[src/rtl/bist_pkg.sv]
// Shared BIST definitions: controller state encoding and default sizing constants.
package bist_pkg;

  typedef enum logic [1:0] {
    StIdle,
    StRun,
    StCompare,
    StDone
  } bist_state_e;

  localparam int unsigned DefWidth    = 16;
  localparam int unsigned DefPatterns = 255;
  localparam logic [15:0] DefPoly     = 16'h1021;

endpackage

[src/rtl/misr_16bit.sv]
// Multiple-input signature register: shifts left with polynomial feedback and folds in d.
module misr_16bit
  import bist_pkg::*;
#(
  parameter int unsigned     WIDTH = DefWidth,
  parameter logic [WIDTH-1:0] POLY = WIDTH'(DefPoly)
) (
  input  logic             clk,
  input  logic             rst,
  input  logic             clear,
  input  logic             en,
  input  logic [WIDTH-1:0] d,
  output logic [WIDTH-1:0] q
);

  logic [WIDTH-1:0] r_q;
  logic [WIDTH-1:0] w_next;

  // Next signature: shift, apply feedback when the MSB falls out, fold in the response.
  always_comb begin
    w_next = {r_q[WIDTH-2:0], 1'b0} ^ (r_q[WIDTH-1] ? POLY : '0) ^ d;
  end

  // Signature register; clear has priority over compaction.
  always_ff @(posedge clk) begin
    if (rst) begin
      r_q <= '0;
    end else if (clear) begin
      r_q <= '0;
    end else if (en) begin
      r_q <= w_next;
    end
  end

  assign q = r_q;

endmodule

[src/rtl/bist_response_analyzer.sv]
// BIST response analyzer: compacts PATTERNS responses into a MISR and compares to GOLDEN.
module bist_response_analyzer
  import bist_pkg::*;
#(
  parameter int unsigned      WIDTH    = DefWidth,
  parameter int unsigned      PATTERNS = DefPatterns,
  parameter logic [WIDTH-1:0] GOLDEN   = '0,
  parameter logic [WIDTH-1:0] POLY     = WIDTH'(DefPoly)
) (
  input  logic             clk,
  input  logic             rst,
  input  logic             start,
  input  logic             resp_valid,
  input  logic [WIDTH-1:0] resp,
  output logic             busy,
  output logic             done,
  output logic             pass,
  output logic [WIDTH-1:0] signature,
  output logic [7:0]       count
);

  localparam logic [7:0] LastIdx = 8'(PATTERNS - 1);

  bist_state_e      r_state;
  bist_state_e      w_state_next;
  logic [7:0]       r_count;
  logic             r_pass;
  logic             w_clear;
  logic             w_en;
  logic             w_cmp;
  logic [WIDTH-1:0] w_sig;

  // Next-state and datapath strobes; start only honoured from IDLE/DONE, resp only in RUN.
  always_comb begin
    w_state_next = r_state;
    w_clear      = 1'b0;
    w_en         = 1'b0;
    w_cmp        = 1'b0;
    unique case (r_state)
      StIdle, StDone: begin
        if (start) begin
          w_clear      = 1'b1;
          w_state_next = StRun;
        end
      end
      StRun: begin
        if (resp_valid) begin
          w_en = 1'b1;
          if (r_count == LastIdx) begin
            w_state_next = StCompare;
          end
        end
      end
      StCompare: begin
        w_cmp        = 1'b1;
        w_state_next = StDone;
      end
      default: w_state_next = StIdle;
    endcase
  end

  // State, response counter and compare result.
  always_ff @(posedge clk) begin
    if (rst) begin
      r_state <= StIdle;
      r_count <= '0;
      r_pass  <= 1'b0;
    end else begin
      r_state <= w_state_next;
      if (w_clear) begin
        r_count <= '0;
        r_pass  <= 1'b0;
      end else if (w_en) begin
        r_count <= r_count + 8'd1;
      end
      if (w_cmp) begin
        r_pass <= (w_sig == GOLDEN);
      end
    end
  end

  misr_16bit #(
    .WIDTH (WIDTH),
    .POLY  (POLY)
  ) u_misr (
    .clk   (clk),
    .rst   (rst),
    .clear (w_clear),
    .en    (w_en),
    .d     (resp),
    .q     (w_sig)
  );

  assign busy      = (r_state == StRun) || (r_state == StCompare);
  assign done      = (r_state == StDone);
  assign pass      = r_pass;
  assign signature = w_sig;
  assign count     = r_count;

endmodule
[config.mk]
export PLATFORM = sky130hd
export DESIGN_NAME = bist_response_analyzer
export DESIGN_NICKNAME = d
export VERILOG_FILES = /design/src/rtl/bist_pkg.sv /design/src/rtl/misr_16bit.sv /design/src/rtl/bist_response_analyzer.sv
export SDC_FILE = /design/constraint.sdc
export NUM_CORES = 1
export LEC_CHECK = 0
export CAP_MARGIN = 10
export CORE_AREA = 2 2 51 73
export DETAILED_ROUTE_END_ITERATION = 10
export DIE_AREA = 0 0 53 75
export HOLD_SLACK_MARGIN = 0.02
export PLACE_DENSITY = 0.73
export REMOVE_ABC_BUFFERS = 1
export SYNTH_ARGS = -nofsm -noshare
export SYNTH_HDL_FRONTEND = slang
export SYNTH_SLANG_ARGS = --single-unit
[constraint.sdc]
create_clock -name clk -period 2.85 [get_ports clk]
set_input_delay 0.285 -clock clk [delete_from_list [all_inputs] [get_ports clk]]
set_output_delay 0.285 -clock clk [all_outputs]
set_load 0.01 [all_outputs]
==> results of run 1 <==
-- kinds of logic after synthesis --
kind of cell	Yosys count	synth area share
AO/OA/AOI/OAI	34	0.211
XOR/XNOR	18	0.114
adder cells (fa/ha/maj)	5	0.0453
buffers and inverters	13	0.0635
flip-flops	27	0.392
AND/OR/NAND/NOR	48	0.174
-- area by class of cell --
type	instances	area [um^2]
clock buffers	3	41.3
fillers	317	1400
clock inverters	1	5.00
flip-flops and latches	27	541
multi-input cells	105	752
inverters	6	22.5
repair buffers	48	475
well taps	40	50.0
-- per-layer routing --
layer	vias to the layer above	part of all wire	routed length, um	global-route usage
met4	0	0.018	59	0.0798
met1	589	0.41	1350	0.205
met2	53	0.52	1710	0.336
li1	615	-	-	-
met5	-	0	0	0
met3	7	0.061	202	0.0317
-- power by group --
part / switching, uW / total (uW) / internal, uW
combinational: 317 / 630 / 313
clock: 120 / 219 / 98.2
sequential: 89.4 / 539 / 449
total: 526 / 1390 / 861
-- registers in the layout, indices dropped and copies added (netlist names) --
name / cells
pass: 1
count: 8
r_state: 2
u_misr.q: 16
-- worst register-to-register path: cells and delay by family (launching register included) --
kind / cells / cell delay [ns]
AO/OA/AOI/OAI: 1 / 0.39
flip-flops: 1 / 0.40
adder cells (fa/ha/maj): 1 / 0.36
AND/OR/NAND/NOR: 2 / 0.61
buffers and inverters: 1 / 0.06
-- through the flow --
stage	cells	util
floorplan	138	-
global placement	226	0.560
detailed placement	226	0.560
CTS	230	0.574
global route	230	0.574
finish	230	0.574
-- worst paths after layout --
| path | from | to | slack [ns] | depth (start not counted) |
|---|---|---|---|---|
| max | r_state[0]$_SDFFE_PP0P_ | busy | 0.85 | 4 |
| min | pass$_SDFFE_PP0P_ | pass$_SDFFE_PP0P_ | 0.50 | 2 |
| max reg2reg | r_state[0]$_SDFFE_PP0P_ | u_misr.q[0]$_SDFFE_PP0P_ | 0.93 | 5 |
| min reg2reg | pass$_SDFFE_PP0P_ | pass$_SDFFE_PP0P_ | 0.50 | 2 |
-- cell usage in the layout, fill, tap and decap left out --
| master | instances |
|---|---|
| ha_1 | 5 |
| o41ai_1 | 2 |
| o21a_1 | 1 |
| a211oi_2 | 10 |
| nand4_1 | 5 |
| o21ai_1 | 1 |
| clkbuf_8 | 3 |
| clkinv_2 | 1 |
| nand2b_1 | 2 |
| nand3_1 | 4 |
| nand2_1 | 6 |
| o2111ai_1 | 1 |
| a21oi_1 | 4 |
| or3_1 | 6 |
| nand3b_1 | 1 |
| nor4_1 | 3 |
| dfxtp_1 | 27 |
| a31oi_1 | 2 |
| clkdlybuf4s50_1 | 46 |
| o21ai_0 | 3 |
| inv_2 | 1 |
| xor2_1 | 1 |
| or4b_1 | 1 |
| buf_4 | 2 |
| xnor2_1 | 17 |
| o31ai_1 | 1 |
| nor2b_1 | 1 |
| a211oi_1 | 5 |
| and2_1 | 1 |
| nor2_1 | 18 |
| inv_1 | 5 |
| o311ai_1 | 4 |
==> results.json, run 1 <==
{
  "critPathTopFamily": "buffers and inverters",
  "finalCritPeriodShare": 0.702,
  "timing.hold.ws_ns": 0.498,
  "grt_max_degree": 23,
  "wire_per_inst_um": 14.4,
  "ioPinCount": 47,
  "cts_root_buffer": "clkbuf_8",
  "dr.pass1.iters": 4,
  "start_util": 0.420,
  "cellLeakagePower_uw": 0.000607,
  "remaining_drc_errors": 0,
  "portBuffers": 46,
  "row_count": 25,
  "cts_sinks": 27,
  "cts-resized-gates": 0,
  "synthFlopType": "dfxtp_1",
  "max_stage_delay_ns": 0.53,
  "postRouteAntennaNets": 0,
  "finalSetupViolCount": 0,
  "synth_area_mm2": 0.00138,
  "ys_warn_count": 0,
  "die_x_um": 53,
  "synth_top_area_share": 0.392,
  "crit_type": "reg2out",
  "outcome": "complete, no violations",
  "routed_via_density": 5.50,
  "power_uw": 1390,
  "dieArea_mm2": 0.00398,
  "clk_latency_ns": 0.28,
  "cts_made_buffers": 3,
  "synth-seq-cells": 27,
  "vias": 1264,
  "crit_top_cell": "inv_1",
  "powerDensity_mw_per_mm2": 735,
  "drt_iter0_drc": 45,
  "num-nets-final": 216,
  "cts_buffer_depth": 2,
  "diodes": 0,
  "maxCapViolations": 0,
  "synth_top_area_cell": "dfxtp_1",
  "htree_levels": 1,
  "grt_usage": 0.184,
  "ys_seq_area_frac": 0.392,
  "fmax_mhz": 500,
  "ys_top_cells_by_area": "dfxtp_1 (39%), xnor2_1 (11%), a211oi_2 (9.1%), nor2_1 (4.9%), ha_1 (4.5%)",
  "cpMaxStageDelayCell": "clkdlybuf4s50_1",
  "crit_fanout": 5,
  "path_clk_slew_ns": 0.09,
  "rsz0062_at_grt": "false",
  "post_cts_buffers": 0,
  "gp_congestion": 0.739,
  "wirelength_mm": 3.32,
  "tightestPinTransition_ns": 0.940,
  "hp-class": "reg2reg",
  "slew_violations": 0,
  "grt.overflow.total": 0,
  "antenna_found_initial": 0,
  "setup-tns-final_ns": 0,
  "vdd_drop_max_mv": 0.389,
  "placed_area_mm2": 0.00184,
  "yosysMostFrequentCell": "dfxtp_1",
  "place_ws_ns": 0.881,
  "first_global_vias": 1290,
  "maxSlewHeadroom": 0.372,
  "cp.buffers_inverters": 3,
  "area_growth_pct": 36.7,
  "skew_ns": 0.00367,
  "end_kind": "output pin",
  "synthDistinctLibCells": 32,
  "syn_inst": 145,
  "setup_ws_ns": 0.849,
  "arrival_ns": 1.72,
  "final_hold_viol_count": 0,
  "dpl.hpwl_mm": 2.52,
  "synth.avg_cell_area_um2": 9.52,
  "fp.dieH_um": 75,
  "coreArea_mm2": 0.00328,
  "fin_crit_ns": 2.00,
  "crit_chain": "inv_1 -> ha_1 -> inv_1 -> clkdlybuf4s50_1",
  "worstSetupStartpointType": "flop",
  "fin_area_mm2": 0.00189,
  "layout-drive-gt1-share": 0.0895,
  "synthArstFlopShare": 0,
  "holdBufCountCts": 0,
  "required_ns": 2.57,
  "grt_pass1_wl_mm": 5.50,
  "synth_common_cells": "dfxtp_1 (27), nor2_1 (18), xnor2_1 (17)",
  "synth_edf_count": 0,
  "tritoncts": "yes"
}
Power figures use the tool's default switching activity.
==> run 2: changes to the inputs <==
- clock period: 2.85 -> 1.9 ns (I/O delays scaled with it)
==> results.json, run 2 (synthesis gave the netlist of run 1 again) <==
{
  "outcome": "complete, no violations",
  "coreArea_mm2": 0.00328,
  "grt_usage": 0.175,
  "remaining_drc_errors": 0,
  "required_ns": 1.71,
  "htree_levels": 1,
  "largest_reg_flops": 16,
  "slew_violations": 0,
  "final_cell_mix": "clkdlybuf4s50_1 (46), dfxtp_1 (26), nor2_1 (18)",
  "die_x_um": 53,
  "cts_made_buffers": 3,
  "dp.cells": 227,
  "setup-tns-final_ns": 0,
  "grt_pass1_wl_mm": 5.31,
  "drt_iter0_drc": 26,
  "worstSetupStartpointType": "flop",
  "layout-drive-gt1-share": 0.0995,
  "dpl.hpwl_mm": 2.48,
  "path_clk_slew_ns": 0.09,
  "cts_root_buffer": "clkbuf_8",
  "tightestPinTransition_ns": 0.381,
  "rsz0062_at_grt": "false",
  "gp_congestion": 0.821,
  "r2r-start": "r_state[1]$_SDFFE_PP0P_",
  "holdBufCountCts": 0,
  "first_global_vias": 1251,
  "wire_per_inst_um": 13.9,
  "area_growth_pct": 38.3,
  "num-nets-final": 217,
  "tritoncts": "yes",
  "diodes": 0,
  "met3_usage": 0.0337,
  "fin_cells": 231,
  "maxSlewHeadroom": 0.746,
  "fmax_mhz": 565,
  "routed_via_density": 5.32,
  "grt_max_degree": 34,
  "fp.dieH_um": 75,
  "hp-class": "reg2reg",
  "cellLeakagePower_uw": 0.000610,
  "cp-startpoint": "r_state[0]$_SDFFE_PP0P_",
  "post_cts_buffers": 0,
  "grt.overflow.total": 0,
  "portBuffers": 46,
  "cts_buffer_depth": 2,
  "grt_use_met1": 0.206,
  "finalCritPeriodShare": 0.932,
  "postRouteAntennaNets": 0,
  "fin_crit_ns": 1.77,
  "arrival_ns": 1.58,
  "start_util": 0.420,
  "antenna_found_initial": 0,
  "clk_latency_ns": 0.27,
  "cts_sinks": 27,
  "dieArea_mm2": 0.00398,
  "ioPinCount": 47,
  "skew_ns": 0.00250,
  "grt.busiest_layer": "met2",
  "dr.pass1.iters": 4,
  "grtUsageMet2": 0.322,
  "crit_type": "reg2out",
  "row_count": 25,
  "final_hold_viol_count": 0,
  "maxCapViolations": 0,
  "hp-start": "pass$_SDFFE_PP0P_",
  "wirelength_mm": 3.21,
  "powerDensity_mw_per_mm2": 1100,
  "vdd_drop_max_mv": 0.673,
  "end_kind": "output pin",
  "vias": 1228,
  "finalSetupViolCount": 0,
  "crit_fanout": 5,
  "final_common_cell": "clkdlybuf4s50_1"
}
## run 2: changes by cell type in the layout (fill, tap and decap cells not counted), sizes merged
cell,before,now
buf,2,3
clkbuf,3,4
clkinv,1,0
## run 2: final cells by class
cell class / count / area, um^2
Inverter: 6 / 22.5
Sequential cell: 27 / 542
Fill cell: 311 / 1380
Timing Repair Buffer: 49 / 495
Multi-Input combinational cell: 105 / 754
Tap cell: 40 / 50.0
Clock buffer: 4 / 45.0
## run 2: report_power, final
| group | total (uW) | internal [uW] | switching (uW) |
|---|---|---|---|
| clock | 317 | 150 | 167 |
| sequential | 806 | 676 | 130 |
| combinational | 976 | 495 | 481 |
## run 2: timing repair
| item | CTS | global route |
|---|---|---|
| endpoints found under the setup margin | 0 | 1 |
| hold endpoints to repair | 0 | 0 |
| resized for setup | 0 | 2 |
## run 2: layer usage
metal  up-vias  wire [um]
li1        614          -
met4         0         14
met5         -          0
met1       569       1370
met2        43       1630
met3         2        184
## run 2: final timing paths
check,to,slack [ns],cells after the start
min reg2reg,pass$_SDFFE_PP0P_,0.51,2
min,pass$_SDFFE_PP0P_,0.51,2
max reg2reg,count[3]$_SDFFE_PP0P_,0.32,5
max,busy,0.13,4
## run 2: through the flow
step	util	hold slack, ns	total power (uW)	setup slack [ns]	cell area (um^2)
final	0.581	0.513	2100	0.130	1910
after global routing	0.581	0.534	2260	0.0443	1910
after CTS	0.580	0.513	2110	0.0232	1910
after detailed placement	0.566	0.501	1790	0.293	1860
after global placement	0.566	0.479	1750	0.381	1860
after floorplan	-	0.293	1350	0.0662	1320
## run 2: worst max-delay path, stage by stage, from the launching register on
cell and delay (ns):
dfxtp_2 0.36, inv_1 0.06, ha_2 0.31, inv_1 0.07, clkdlybuf4s50_1 0.52
==> run 3: changes to the inputs <==
- HOLD_SLACK_MARGIN: 0.02 -> default
- clock period: 1.9 -> 2 ns (I/O delays scaled with it)
==> results.json, run 3 (synthesis gave the netlist of run 1 again) <==
{
  "required_ns": 1.80,
  "wirelength_mm": 3.40,
  "wl_met1_mm": 1.31,
  "cellLeakagePower_uw": 0.000614,
  "remaining_drc_errors": 0,
  "regArea_um2": 541,
  "grt_max_degree": 34,
  "final_common_cell": "clkdlybuf4s50_1",
  "rr_worst_depth": 5,
  "setup-tns-final_ns": 0,
  "final_util": 0.581,
  "comb_power_share": 0.461,
  "outcome": "complete, no violations",
  "hp-class": "reg2reg",
  "grt_usage": 0.186,
  "tritoncts": "yes",
  "r2r_slack_ns": 0.36,
  "post_cts_buffers": 0,
  "fin_crit_ns": 1.88,
  "postRouteAntennaNets": 0,
  "rr_endpoint": "count[7]$_SDFFE_PP0P_",
  "vias": 1270,
  "r2r-start": "r_state[0]$_SDFFE_PP0P_",
  "end_kind": "output pin",
  "cp-startpoint": "r_state[0]$_SDFFE_PP0P_",
  "coreArea_mm2": 0.00328,
  "switching_power_uw": 752,
  "maxSlewHeadroom": 0.724,
  "pwr-share-seq": 0.382,
  "clk_latency_ns": 0.28,
  "skew_ns": 0.00350,
  "dp.cells": 227,
  "cts-resized-gates": 0,
  "cts_made_buffers": 3,
  "crit_fanout": 5,
  "cts_sinks": 27,
  "holdBufCountCts": 0,
  "start_util": 0.420,
  "fp.dieH_um": 75,
  "htree_levels": 1,
  "portBuffers": 46,
  "slew_violations": 0,
  "fin_cells": 231,
  "internal_power_uw": 1250,
  "cts_root_buffer": "clkbuf_8",
  "crit_top_cell": "inv_1",
  "area_growth_pct": 38.2,
  "hp-start": "pass$_SDFFE_PP0P_",
  "cts_buffer_depth": 2,
  "cpMaxStageDelayCell": "clkdlybuf4s50_1",
  "num-nets-final": 217,
  "die_x_um": 53,
  "maxCapViolations": 0,
  "layout-drive-gt1-share": 0.0942,
  "dr.pass1.iters": 4,
  "fillers": 298,
  "multi_input_area_um2": 752,
  "routed_via_density": 5.50,
  "crit_end": "busy",
  "grt.overflow.total": 0,
  "crit_type": "reg2out",
  "finalCritPeriodShare": 0.940,
  "swShare": 0.377,
  "ioPinCount": 47,
  "powerDensity_mw_per_mm2": 1050,
  "rsz0062_at_grt": "false",
  "finalSetupViolCount": 0,
  "final_hold_viol_count": 0,
  "fmax_mhz": 532,
  "wl_met2_mm": 1.79,
  "p_clk_frac": 0.157,
  "first_global_vias": 1287,
  "dieArea_mm2": 0.00398,
  "largest_reg_flops": 16,
  "grt_pass1_wl_mm": 5.46,
  "antenna_found_initial": 0,
  "top_layer_used": "met4",
  "tightestPinTransition_ns": 0.414,
  "crit_chain": "inv_1 -> ha_1 -> inv_1 -> clkdlybuf4s50_1",
  "vdd_drop_max_mv": 0.566,
  "max_stage_delay_ns": 0.52,
  "gp_congestion": 0.761,
  "dpl.hpwl_mm": 2.58,
  "final_cell_mix": "clkdlybuf4s50_1 (46), dfxtp_1 (27), nor2_1 (18)",
  "wl_met3_um": 207,
  "row_count": 25,
  "path_clk_slew_ns": 0.09,
  "wire_per_inst_um": 14.7,
  "worstSetupStartpointType": "flop",
  "arrival_ns": 1.68,
  "diodes": 0,
  "drt_iter0_drc": 27
}
-- run 3: per-stage QoR --
stage | total power [uW] | hold slack [ns] | cell area [um^2] | worst slack (ns)
floorplan | 1280 | 0.303 | 1320 | 0.166
global placement | 1660 | 0.477 | 1860 | 0.478
detailed placement | 1700 | 0.489 | 1860 | 0.361
CTS | 2020 | 0.505 | 1910 | 0.104
global route | 2130 | 0.536 | 1910 | 0.0473
finish | 2000 | 0.513 | 1910 | 0.119
-- run 3: critical path, delay by kind of cell (launching register included) --
| family | cells | cell delay (ns) |
|---|---|---|
| flip-flops | 1 | 0.39 |
| buffers and inverters | 3 | 0.66 |
| adder cells (fa/ha/maj) | 1 | 0.35 |
-- run 3: cell type report --
type                    instances  area share
inverters                       6      0.0118
well taps                      40      0.0262
clock buffers                   3      0.0217
clock inverters                 1     0.00262
repair buffers                 49       0.260
multi-input cells             105       0.394
flip-flops and latches         27       0.283
-- run 3: how the worst min path moves through the flow --
| stage | to | slack [ns] | depth (start not counted) |
|---|---|---|---|
| floorplan | r_state[0]$_SDFFE_PP0P_ | 0.30 | 1 |
| global placement | pass$_SDFFE_PP0P_ | 0.48 | 2 |
| detailed placement | pass$_SDFFE_PP0P_ | 0.49 | 2 |
| CTS | pass$_SDFFE_PP0P_ | 0.51 | 2 |
| global route | pass$_SDFFE_PP0P_ | 0.54 | 2 |
| finish | pass$_SDFFE_PP0P_ | 0.51 | 2 |
-- run 3: power by group through the flow --
stage          Combinational, uW  Clock (uW)  Sequential (uW)
2_1_floorplan                492           0              789
3_3_place_gp                 890           0              768
3_5_place_dp                 926           0              776
4_1_cts                      932         323              764
5_1_grt                     1000         349              782
6_report                     922         313              763
-- run 3: routing by layer --
| layer | vias to the layer above | GRT usage |
|---|---|---|
| met5 | - | 0 |
| met4 | 0 | 0.0912 |
| met3 | 9 | 0.0357 |
| met2 | 44 | 0.349 |
| met1 | 600 | 0.194 |
| li1 | 617 | - |
